===== config.mk =====
export PLATFORM = sky130hd
export DESIGN_NAME = sram_arbiter_flat
export DESIGN_NICKNAME = d
export VERILOG_FILES = /design/src/rtl/sram_arbiter_pkg.sv /design/src/rtl/sram_arbiter_if.sv /design/src/rtl/sram_arbiter.sv /design/src/flat_wrapper.sv
export SDC_FILE = /design/constraint.sdc
export NUM_CORES = 1
export LEC_CHECK = 0
export BUFFER_PORTS_ARGS = -buffer_cell sky130_fd_sc_hd__buf_2
export CORE_UTILIZATION = 39
export DETAILED_ROUTE_END_ITERATION = 12
export GPL_TIMING_DRIVEN = 1
export PLACE_DENSITY = 0.92
export SKIP_CTS_REPAIR_TIMING = 1
export SLEW_MARGIN = 25
export SYNTH_ARGS = -nofsm -noshare
export SYNTH_HDL_FRONTEND = slang
export SYNTH_SLANG_ARGS = --single-unit

===== constraint.sdc =====
create_clock -name clk -period 2.85 [get_ports clk]
set_input_delay 0.4275 -clock clk [delete_from_list [all_inputs] [get_ports clk]]
set_output_delay 0.4275 -clock clk [all_outputs]
set_load 0.02 [all_outputs]

===== src/rtl/sram_arbiter_pkg.sv =====
// Shared types and sizing for the two-port SRAM arbiter.
package sram_arbiter_pkg;

  localparam int unsigned SRAM_WORDS = 512;
  localparam int unsigned ADRS_W     = $clog2(SRAM_WORDS);
  localparam int unsigned DATA_W     = 8;
  localparam int unsigned MAX_BURST  = 16;

  typedef enum logic [1:0] {
    IDLE = 2'd0,
    OWN0 = 2'd1,
    OWN1 = 2'd2
  } state_t;

endpackage


===== src/rtl/sram_arbiter_if.sv =====
// Bundle of both requester ports plus the single-port SRAM bus.
interface sram_arbiter_if #(
  parameter int unsigned AW = sram_arbiter_pkg::ADRS_W,
  parameter int unsigned DW = sram_arbiter_pkg::DATA_W
);

  logic          r0_req;
  logic          r0_we;
  logic [AW-1:0] r0_adrs;
  logic [DW-1:0] r0_di;
  logic          r0_gnt;
  logic          r0_rvalid;
  logic [DW-1:0] r0_do;

  logic          r1_req;
  logic          r1_we;
  logic [AW-1:0] r1_adrs;
  logic [DW-1:0] r1_di;
  logic          r1_gnt;
  logic          r1_rvalid;
  logic [DW-1:0] r1_do;

  logic          sramEnable;
  logic          sramWE;
  logic [AW-1:0] sramAdrs;
  logic [DW-1:0] sramDi;
  logic [DW-1:0] sramDo;

  // Arbiter side
  modport slave (
    input  r0_req, r0_we, r0_adrs, r0_di,
    output r0_gnt, r0_rvalid, r0_do,
    input  r1_req, r1_we, r1_adrs, r1_di,
    output r1_gnt, r1_rvalid, r1_do,
    output sramEnable, sramWE, sramAdrs, sramDi,
    input  sramDo
  );

  // Requesters and SRAM side
  modport master (
    output r0_req, r0_we, r0_adrs, r0_di,
    input  r0_gnt, r0_rvalid, r0_do,
    output r1_req, r1_we, r1_adrs, r1_di,
    input  r1_gnt, r1_rvalid, r1_do,
    input  sramEnable, sramWE, sramAdrs, sramDi,
    output sramDo
  );

endinterface


===== src/rtl/sram_arbiter.sv =====
// Two-port burst arbiter in front of a single-port SRAM: one access per granted
// cycle, alternating ownership with a forced rotation after MAX_BURST grants.
module sram_arbiter #(
  parameter int unsigned MAX_BURST = sram_arbiter_pkg::MAX_BURST,
  parameter int unsigned ADRS_W    = sram_arbiter_pkg::ADRS_W
) (
  input  logic           clk,
  input  logic           reset,
  sram_arbiter_if.slave  bus
);

  import sram_arbiter_pkg::*;

  localparam int unsigned   CNT_W   = $clog2(MAX_BURST + 1);
  localparam logic [CNT_W-1:0] CNT_MAX = CNT_W'(MAX_BURST);
  localparam logic [CNT_W-1:0] CNT_ROT = CNT_W'(MAX_BURST - 1);

  state_t              r_state;
  state_t              w_state_next;
  logic                r_last;      // 1: port 1 owned most recently
  logic [CNT_W-1:0]    r_cnt;
  logic                r_rvalid0;
  logic                r_rvalid1;

  logic                w_gnt0;
  logic                w_gnt1;
  logic                w_rot;
  logic                w_en_n;
  logic                w_we_n;
  logic [ADRS_W-1:0]   w_adrs;
  logic [DATA_W-1:0]   w_di;

  always_ff @(posedge clk) begin : state_reg
    if (reset) r_state <= IDLE;
    else       r_state <= w_state_next;
  end

  always_comb begin : next_state
    w_state_next = r_state;
    w_rot        = (r_cnt >= CNT_ROT);
    case (r_state)
      IDLE: begin
        if (bus.r0_req && bus.r1_req) w_state_next = r_last ? OWN0 : OWN1;
        else if (bus.r0_req)          w_state_next = OWN0;
        else if (bus.r1_req)          w_state_next = OWN1;
      end
      OWN0: begin
        if (!bus.r0_req)             w_state_next = bus.r1_req ? OWN1 : IDLE;
        else if (bus.r1_req && w_rot) w_state_next = OWN1;
      end
      OWN1: begin
        if (!bus.r1_req)             w_state_next = bus.r0_req ? OWN0 : IDLE;
        else if (bus.r0_req && w_rot) w_state_next = OWN0;
      end
      default: w_state_next = IDLE;
    endcase
  end

  // Grants are suppressed during reset so no access is issued in that cycle.
  always_comb begin : outputs
    w_gnt0 = (r_state == OWN0) && bus.r0_req && !reset;
    w_gnt1 = (r_state == OWN1) && bus.r1_req && !reset;
    w_en_n = 1'b1;
    w_we_n = 1'b1;
    w_adrs = '0;
    w_di   = '0;
    if (w_gnt0) begin
      w_en_n = 1'b0;
      w_we_n = !bus.r0_we;
      w_adrs = bus.r0_adrs;
      w_di   = bus.r0_di;
    end else if (w_gnt1) begin
      w_en_n = 1'b0;
      w_we_n = !bus.r1_we;
      w_adrs = bus.r1_adrs;
      w_di   = bus.r1_di;
    end
  end

  // Burst count, last owner and read-valid tracking.
  always_ff @(posedge clk) begin : aux_reg
    if (reset) begin
      r_last    <= 1'b1;
      r_cnt     <= '0;
      r_rvalid0 <= 1'b0;
      r_rvalid1 <= 1'b0;
    end else begin
      if (r_state == OWN0)      r_last <= 1'b0;
      else if (r_state == OWN1) r_last <= 1'b1;
      if ((w_state_next != r_state) && (w_state_next != IDLE))
        r_cnt <= '0;
      else if ((w_gnt0 || w_gnt1) && (r_cnt != CNT_MAX))
        r_cnt <= r_cnt + CNT_W'(1);
      r_rvalid0 <= w_gnt0 && !bus.r0_we;
      r_rvalid1 <= w_gnt1 && !bus.r1_we;
    end
  end

  assign bus.r0_gnt     = w_gnt0;
  assign bus.r1_gnt     = w_gnt1;
  assign bus.r0_rvalid  = r_rvalid0;
  assign bus.r1_rvalid  = r_rvalid1;
  assign bus.r0_do      = bus.sramDo;
  assign bus.r1_do      = bus.sramDo;
  assign bus.sramEnable = w_en_n;
  assign bus.sramWE     = w_we_n;
  assign bus.sramAdrs   = w_adrs;
  assign bus.sramDi     = w_di;

endmodule


===== src/flat_wrapper.sv =====
// flat-port wrapper written by rule: the top's interface ports become plain ports
module sram_arbiter_flat import sram_arbiter_pkg::*;
#(
  parameter int unsigned MAX_BURST = sram_arbiter_pkg::MAX_BURST,
  parameter int unsigned ADRS_W    = sram_arbiter_pkg::ADRS_W
)
  (clk, reset, bus_r0_req, bus_r0_we, bus_r0_adrs, bus_r0_di, bus_r0_gnt, bus_r0_rvalid, bus_r0_do, bus_r1_req, bus_r1_we, bus_r1_adrs, bus_r1_di, bus_r1_gnt, bus_r1_rvalid, bus_r1_do, bus_sramEnable, bus_sramWE, bus_sramAdrs, bus_sramDi, bus_sramDo);
  sram_arbiter_if bus_i ();
  input  logic clk;
  input  logic reset;
  input wire logic [$bits(bus_i.r0_req)-1:0] bus_r0_req;
  input wire logic [$bits(bus_i.r0_we)-1:0] bus_r0_we;
  input wire logic [$bits(bus_i.r0_adrs)-1:0] bus_r0_adrs;
  input wire logic [$bits(bus_i.r0_di)-1:0] bus_r0_di;
  output wire logic [$bits(bus_i.r0_gnt)-1:0] bus_r0_gnt;
  output wire logic [$bits(bus_i.r0_rvalid)-1:0] bus_r0_rvalid;
  output wire logic [$bits(bus_i.r0_do)-1:0] bus_r0_do;
  input wire logic [$bits(bus_i.r1_req)-1:0] bus_r1_req;
  input wire logic [$bits(bus_i.r1_we)-1:0] bus_r1_we;
  input wire logic [$bits(bus_i.r1_adrs)-1:0] bus_r1_adrs;
  input wire logic [$bits(bus_i.r1_di)-1:0] bus_r1_di;
  output wire logic [$bits(bus_i.r1_gnt)-1:0] bus_r1_gnt;
  output wire logic [$bits(bus_i.r1_rvalid)-1:0] bus_r1_rvalid;
  output wire logic [$bits(bus_i.r1_do)-1:0] bus_r1_do;
  output wire logic [$bits(bus_i.sramEnable)-1:0] bus_sramEnable;
  output wire logic [$bits(bus_i.sramWE)-1:0] bus_sramWE;
  output wire logic [$bits(bus_i.sramAdrs)-1:0] bus_sramAdrs;
  output wire logic [$bits(bus_i.sramDi)-1:0] bus_sramDi;
  input wire logic [$bits(bus_i.sramDo)-1:0] bus_sramDo;
  assign bus_i.r0_req = bus_r0_req;
  assign bus_i.r0_we = bus_r0_we;
  assign bus_i.r0_adrs = bus_r0_adrs;
  assign bus_i.r0_di = bus_r0_di;
  assign bus_r0_gnt = bus_i.r0_gnt;
  assign bus_r0_rvalid = bus_i.r0_rvalid;
  assign bus_r0_do = bus_i.r0_do;
  assign bus_i.r1_req = bus_r1_req;
  assign bus_i.r1_we = bus_r1_we;
  assign bus_i.r1_adrs = bus_r1_adrs;
  assign bus_i.r1_di = bus_r1_di;
  assign bus_r1_gnt = bus_i.r1_gnt;
  assign bus_r1_rvalid = bus_i.r1_rvalid;
  assign bus_r1_do = bus_i.r1_do;
  assign bus_sramEnable = bus_i.sramEnable;
  assign bus_sramWE = bus_i.sramWE;
  assign bus_sramAdrs = bus_i.sramAdrs;
  assign bus_sramDi = bus_i.sramDi;
  assign bus_i.sramDo = bus_sramDo;
  sram_arbiter #(.MAX_BURST(MAX_BURST), .ADRS_W(ADRS_W)) u_core (.clk(clk), .reset(reset), .bus(bus_i));
endmodule

After elaboration in Yosys (flattened, before gate mapping)
Index checks and enable logic that the tools add are counted.
{"block": "op_classes", "n_reduce_logical": 19, "magnitude_cmp": 1, "n_eq_ne": 4, "n_mux": 21, "addsub": 1}
{"op": "$mux W2", "count": 9}
{"op": "$mux W9", "count": 2}
{"op": "$mux W8", "count": 2}
{"op": "$logic_and A1 B1 Y1", "count": 11}
{"op": "$mux W1", "count": 7}
{"op": "$pmux W2 S3", "count": 1}
{"op": "$add A5 B1 Y5 const B", "count": 1}
{"op": "$ge A5 B4 Y1 const B", "count": 1}
{"op": "$ne A5 B5 Y1 const B", "count": 1}
{"op": "$reduce_bool A2 Y1", "count": 2}
{"op": "$logic_not A1 Y1", "count": 3}
{"op": "$eq A2 B1 Y1 const B", "count": 1}
{"op": "$eq A2 B2 Y1 const B", "count": 1}
{"op": "$logic_not A2 Y1", "count": 1}
{"op": "$ne A2 B2 Y1", "count": 1}
{"op": "$reduce_or A2 Y1", "count": 1}
{"op": "$logic_or A1 B1 Y1", "count": 1}
{"block": "totals", "register_bits": 10, "wordCells": 51}

Depth between registers and ports, before layout
Gate-level depths: netlist (run 1).
{"block": "logic_depth", "word_depth": 8, "mapped_depth": 8, "ltp_nobuf": 8}

Least setup slack after synthesis (run 1)
OpenSTA, ideal clock, no wires.
{"block": "synth_timing", "path_kind": "reg-to-output", "start": "reg u_core.r_state[1]", "end": "out bus_sramAdrs[7]", "arrival_ns": 1.837, "n_path_buf": 1, "required_time_ns": 2.423, "stages_incl_launch_ff": 7, "slack_ns": 0.586, "cell_sequence": "dfxtp_1 inv_1 ha_1 nand2_1 nor2_2 clkbuf_1 a22o_1"}
{"block": "synth_between", "elab_cells_between_ends": 8, "classes_between": "eq/ne: 2; mux: 2; reduce/logical: 4"}
{"element": "start, declared", "line": "sram_arbiter.sv:18", "rtl": "state_t r_state;"}
{"element": "start signal, assigned", "line": "sram_arbiter.sv:35", "rtl": "else r_state <= w_state_next;"}
{"element": "$eq A2 B1 Y1", "line": "sram_arbiter.sv:61", "rtl": "w_gnt0 = (r_state == OWN0) && bus.r0_req && !reset;"}
{"element": "$logic_and A1 B1 Y1 (2 in series)", "line": "sram_arbiter.sv:61"}
{"element": "via bus_r0_gnt", "line": "flat_wrapper.sv:15", "rtl": "output wire logic [$bits(bus_i.r0_gnt)-1:0] bus_r0_gnt;"}
{"element": "$mux W9", "line": "sram_arbiter.sv:67", "rtl": "if (w_gnt0) begin"}
{"element": "end, declared", "line": "flat_wrapper.sv:27", "rtl": "output wire logic [$bits(bus_i.sramAdrs)-1:0] bus_sramAdrs;"}
The timed path passes the listed nets, and every way through them passes these cells.

Worst setup path in the final report (run 1)
{"block": "layout_timing", "start": "reg u_core.r_state[1]", "end": "out bus_sramAdrs[5]"}
{"block": "layout_between", "elab_chain_len": 5, "elab_cells_between_ends": 8, "classes_between": "eq/ne: 2; mux: 2; reduce/logical: 4"}
{"element": "$eq A2 B2 Y1", "line": "sram_arbiter.sv:62", "rtl": "w_gnt1 = (r_state == OWN1) && bus.r1_req && !reset;"}
{"element": "$logic_and A1 B1 Y1 (2 in series)", "line": "sram_arbiter.sv:62"}
{"element": "$mux W9", "line": "sram_arbiter.sv:72", "rtl": "end else if (w_gnt1) begin"}
{"element": "$mux W9 (*)", "line": "sram_arbiter.sv:67"}
Mark *: on every way between the ends. The rest lies on a longest branch, timed or not.

==> metrics, run 1 <==
setup TNS=0 ns; total number of vias=1097; Arr. time, crit path=around 2.2 ns; most common cell after layout, fill and taps aside=buf_2; setup clock skew after layout=around 0.0010 ns; Max-cap violations=0; DRT iter0 DRCs=37; number of synthesized flops with an enable pin=0; antenna cells=0; fin crit share=0.916; Post-Syn Nets=around 180; final hold violations=0; Port Buf Inserts=between 60 and 70; CP required=approximately 2.4 ns; final WL=slightly below 3 mm; Setup CP Type=flop to output port; die area=around 3000 µm²; vias in the first global route=~860; Initial Utilization=0.424; Synth Register Bits=10; hold_ws=approximately 0.32 ns; design area=about 1300 µm²; setup repair after global routing missed its margin=no; Routability Congestion=around 0.95; Worst Setup End Kind=output port; Die Span Y=around 55 µm; Core Util, Final=0.521; antenna violations before repair=0; CTS Buffer Depth=2; pin count of the biggest net entering global routing=19; fin crit period=2.61 ns; relative slew slack=0.755; CTS tree=done; maximum clock rate=between 300 and 400 MHz; DP Area=around 1300 µm²; Mapped Area=roughly 1100 µm²; drt first pass iters=4; Vias/cell=5.35; multi-input logic area=approximately 700 µm²; Hold WC Path Type=primary input to flop; CTS Buf Count=3; status=finished, final reports clean; ys flop type=dfxtp_1; post-synthesis sequential area ratio=0.186; Post-Syn Instances=128; Clock Latency Late Sink=around 0.28 ns; Overall Power=~460 µW; num rows=18; CP max FO=11; Core Footprint=2540 µm²; Reg area=about 200 µm²; Pleak=roughly 0.00065 µW; CTS root buffer=clkbuf_4; Mapped Avg Cell Area=around 8.4 µm²; Slew Limit Fails=0; total grt overflow=0; crit path launch type=flop; Setup violations, final=0; DRT antenna net count=0; count of cell types in the netlist=40; Die W=54.6 µm; remaining routing DRC violations=0; Pwr Density=344 nW/µm²; ratio of cells with drive above 1 in the final layout=0.469; Async SR Flop Fraction=0; first-pass GRT wire length=a little over 4 mm; GRT Total Usage=0.189; Synth-to-Final Area Change=23.0%; FILL cells=~240; io pins=87; maximum VDD drop=between 0.3 and 0.4 mV; Syn. warnings=0; most frequent cells in the layout=62 x buf_2, 17 x a22o_1, 11 x nor2_1; Post-DP HPWL=~2.3 mm; clock slew seen by the registers of the worst setup and hold paths=approximately 0.08 ns; H-tree levels=1; clock sinks=10; actual slew at the worst max-slew pin=between 0.3 and 0.4 ns; drt wl/cell=roughly 14 µm; nets=approximately 230
## cells by family after synthesis
family / after synthesis / synth area share
flip-flops: 10 / 0.186
AO/OA/AOI/OAI: 43 / 0.361
buffers and inverters: 28 / 0.165
AND/OR/NAND/NOR: 37 / 0.183
XOR/XNOR: 3 / 0.0244
adder cells (fa/ha/maj): 7 / 0.0812
## stage by stage
stage,setup WS (ns),std cells
floorplan,0.586,128
finish,0.239,205
detailed placement,0.587,201
global route,0.0851,205
CTS,0.255,205
global placement,0.622,201
## path summary, 6_finish.rpt
check | start | to | slack, ns | cells after the start
worst min register to register | u_core.r_last$_SDFFE_PP1P_ | u_core.r_last$_SDFFE_PP1P_ | 0.55 | 2
worst max-delay path | u_core.r_state[1]$_SDFF_PP0_ | bus_sramAdrs[5] | 0.24 | 7
worst min-delay path | bus_r0_we | u_core.bus.r0_rvalid$_SDFF_PP0_ | 0.32 | 2
worst max register to register | u_core.r_cnt[0]$_SDFFE_PP0P_ | u_core.r_cnt[1]$_SDFFE_PP0P_ | 0.60 | 8
## worst max-delay path, cell delays in order, from the launching register on
cell and delay, ns:
dfxtp_1 0.39, inv_1 0.17, ha_1 0.28, nand2_1 0.16, nor2_2 0.33, buf_4 0.25
a22o_1 0.16, buf_2 0.16
## metal layers
metal | global-route usage | vias to the layer above | routed length [µm]
met2 | 0.293 | 40 | 1460
met3 | 0.0444 | 7 | 169
met5 | 0 | - | 0
li1 | - | 555 | -
met1 | 0.260 | 495 | 1280
met4 | 0.0470 | 0 | 26
## Yosys cell counts (all sizes together), types with 3 or more instances
cell type	n	area, µm²
buf	19	144
a22o	17	149
nor2	12	47.6
dfxtp	10	200
nor3	9	50.1
ha	7	87.6
inv	7	26.3
nand2	7	26.3
o21ai	5	28.8
a21o	3	22.5
a21oi	3	15.0
and2	3	20.0
## registers in the layout, summed over array words and instances (netlist names)
| register | cells |
|---|---|
| u_core.r_cnt | 5 |
| u_core.bus.r0_rvalid | 1 |
| u_core.r_state | 2 |
| u_core.r_last | 1 |
| u_core.bus.r1_rvalid | 1 |
## final cells by class
class / count / area share
sequential: 10 / 0.151
clock buffer: 4 / 0.0274
inverter: 7 / 0.0198
multi-input combinational: 90 / 0.528
timing repair buffer: 64 / 0.245
tap: 30 / 0.0283
## power by group
| part | leakage [µW] | switching [µW] | internal (µW) |
|---|---|---|---|
| sequential | 0.0000811 | 7.78 | 145 |
| combinational | 0.000545 | 92.8 | 68.7 |
| clock | 0.0000210 | 63.3 | 77.9 |
| total | 0.000647 | 164 | 292 |
No activity file was read; power rests on OpenSTA's default activity.
==> run 2: changes to the inputs <==
--- a/config.mk
+++ b/config.mk
@@ -10,8 +10,9 @@
 export DETAILED_ROUTE_END_ITERATION = 12
 export GPL_TIMING_DRIVEN = 1
 export PLACE_DENSITY = 0.92
+export SETUP_SLACK_MARGIN = 0.3
 export SKIP_CTS_REPAIR_TIMING = 1
-export SLEW_MARGIN = 25
+export SLEW_MARGIN = 10
 export SYNTH_ARGS = -nofsm -noshare
 export SYNTH_HDL_FRONTEND = slang
 export SYNTH_SLANG_ARGS = --single-unit
==> metrics, run 2 (synthesis gave the netlist of run 1 again) <==
CP required=approximately 2.4 ns; Clock Latency Late Sink=0.28 ns; remaining routing DRC violations=0; drt first pass iters=4; Core Footprint=approximately 2500 µm²; Psw=165 µW; Setup violations, final=0; Port Buf Inserts=62; io pins=87; setup clock skew after layout=roughly 0.00085 ns; Arr. time, crit path=around 2 ns; total grt overflow=0; combinational power share=0.366; Pleak=0.000670 µW; multi-input logic area=714 µm²; Synth-to-Final Area Change=27.5%; Int Power=295 µW; max reg flops=5; most frequent cells in the layout=62 x buf_2, 17 x a22o_1, 11 x nor2_1; Die W=between 50 and 60 µm; vias in the first global route=roughly 860; Initial Utilization=0.424; antenna violations before repair=0; DRT antenna net count=0; die area=between 2000 and 3000 µm²; final hold violations=0; drt wl/cell=15.2 µm; CTS Buffer Depth=2; Hold WC Path Type=primary input to flop; maximum VDD drop=0.307 mV; FILL cells=between 200 and 250; Slew Limit Fails=0; crit path launch type=flop; relative slew slack=0.755; clock slew seen by the registers of the worst setup and hold paths=approximately 0.080 ns; CTS root buffer=clkbuf_4; CP max FO=9; status=finished, final reports clean; CTS tree=done; CTS Buf Count=3; DRT iter0 DRCs=47; Setup CP Type=flop to output port; Reg power frac=0.333; Post-DP HPWL=between 2 and 2.5 mm; Die Span Y=between 50 and 60 µm; Net Sw Frac=0.359; antenna cells=0; Pwr Density=~330 nW/µm²; Reg with most FFs=u_core.r_cnt; actual slew at the worst max-slew pin=approximately 0.37 ns; nets=around 240; fin crit period=~2.5 ns; num rows=18; total number of vias=approximately 1200; Routability Congestion=between 0.9 and 1; biggest regs=u_core.r_cnt x5, u_core.r_state x2; setup TNS=0 ns; pin count of the biggest net entering global routing=19; GRT Total Usage=0.189; final WL=between 3 and 4 mm; most common cell after layout, fill and taps aside=buf_2; Max-cap violations=0; Worst Setup End Kind=output port; Reg area=approximately 200 µm²; H-tree levels=1; Vias/cell=5.55; fin crit share=0.868; clock sinks=10; maximum clock rate=approximately 400 MHz; clock network power share=0.301; first-pass GRT wire length=4.08 mm; Core Util, Final=0.540; ratio of cells with drive above 1 in the final layout=0.492; setup repair after global routing missed its margin=no
run 2: layout make-up:
class,count,share of cell area
Clock buffer,4,0.0264
Inverter,7,0.0191
Multi-Input combinational cell,90,0.520
Sequential cell,10,0.146
Tap cell,30,0.0273
Timing Repair Buffer,68,0.261
run 2: power groups by stage:
stage,Sequential [µW],Clock [µW],Combinational (µW)
after floorplan,155,0,138
after global placement,156,0,156
after detailed placement,156,0,159
after CTS,153,142,160
after global routing,154,147,184
final,153,139,169
run 2: final timing paths:
path | slack (ns) | depth (start not counted) | start | to
max | 0.38 | 7 | u_core.r_state[0]$_SDFF_PP0_ | bus_sramDi[6]
min | 0.33 | 2 | bus_r0_we | u_core.bus.r0_rvalid$_SDFF_PP0_
max reg2reg | 0.58 | 8 | u_core.r_cnt[0]$_SDFFE_PP0P_ | u_core.r_cnt[1]$_SDFFE_PP0P_
min reg2reg | 0.55 | 2 | u_core.r_last$_SDFFE_PP1P_ | u_core.r_last$_SDFFE_PP1P_
run 2: metrics by stage:
step                      worst slack, ns  power, µW  cell area, µm²  instances  hold slack [ns]
final                               0.377        461            1380        209            0.325
after global routing                0.238        486            1380        209            0.324
after CTS                           0.255        455            1330        205            0.316
after detailed placement            0.587        315            1290        201            0.534
after global placement              0.622        311            1290        201            0.524
after floorplan                     0.586        293            1080        128            0.492
run 2: worst max-delay path, cell delays in order (launching register included):
cell and delay (ns):
dfxtp_1 0.38, inv_1 0.16, ha_2 0.25, nand2_1 0.18, nor3_4 0.26, buf_4 0.21, a22o_1 0.15, buf_2 0.16
run 2: metal layers:
layer	global-route usage	wire (µm)
met1	0.260	1280
met2	0.293	1580
met3	0.0444	260
met4	0.0470	66
met5	0	0
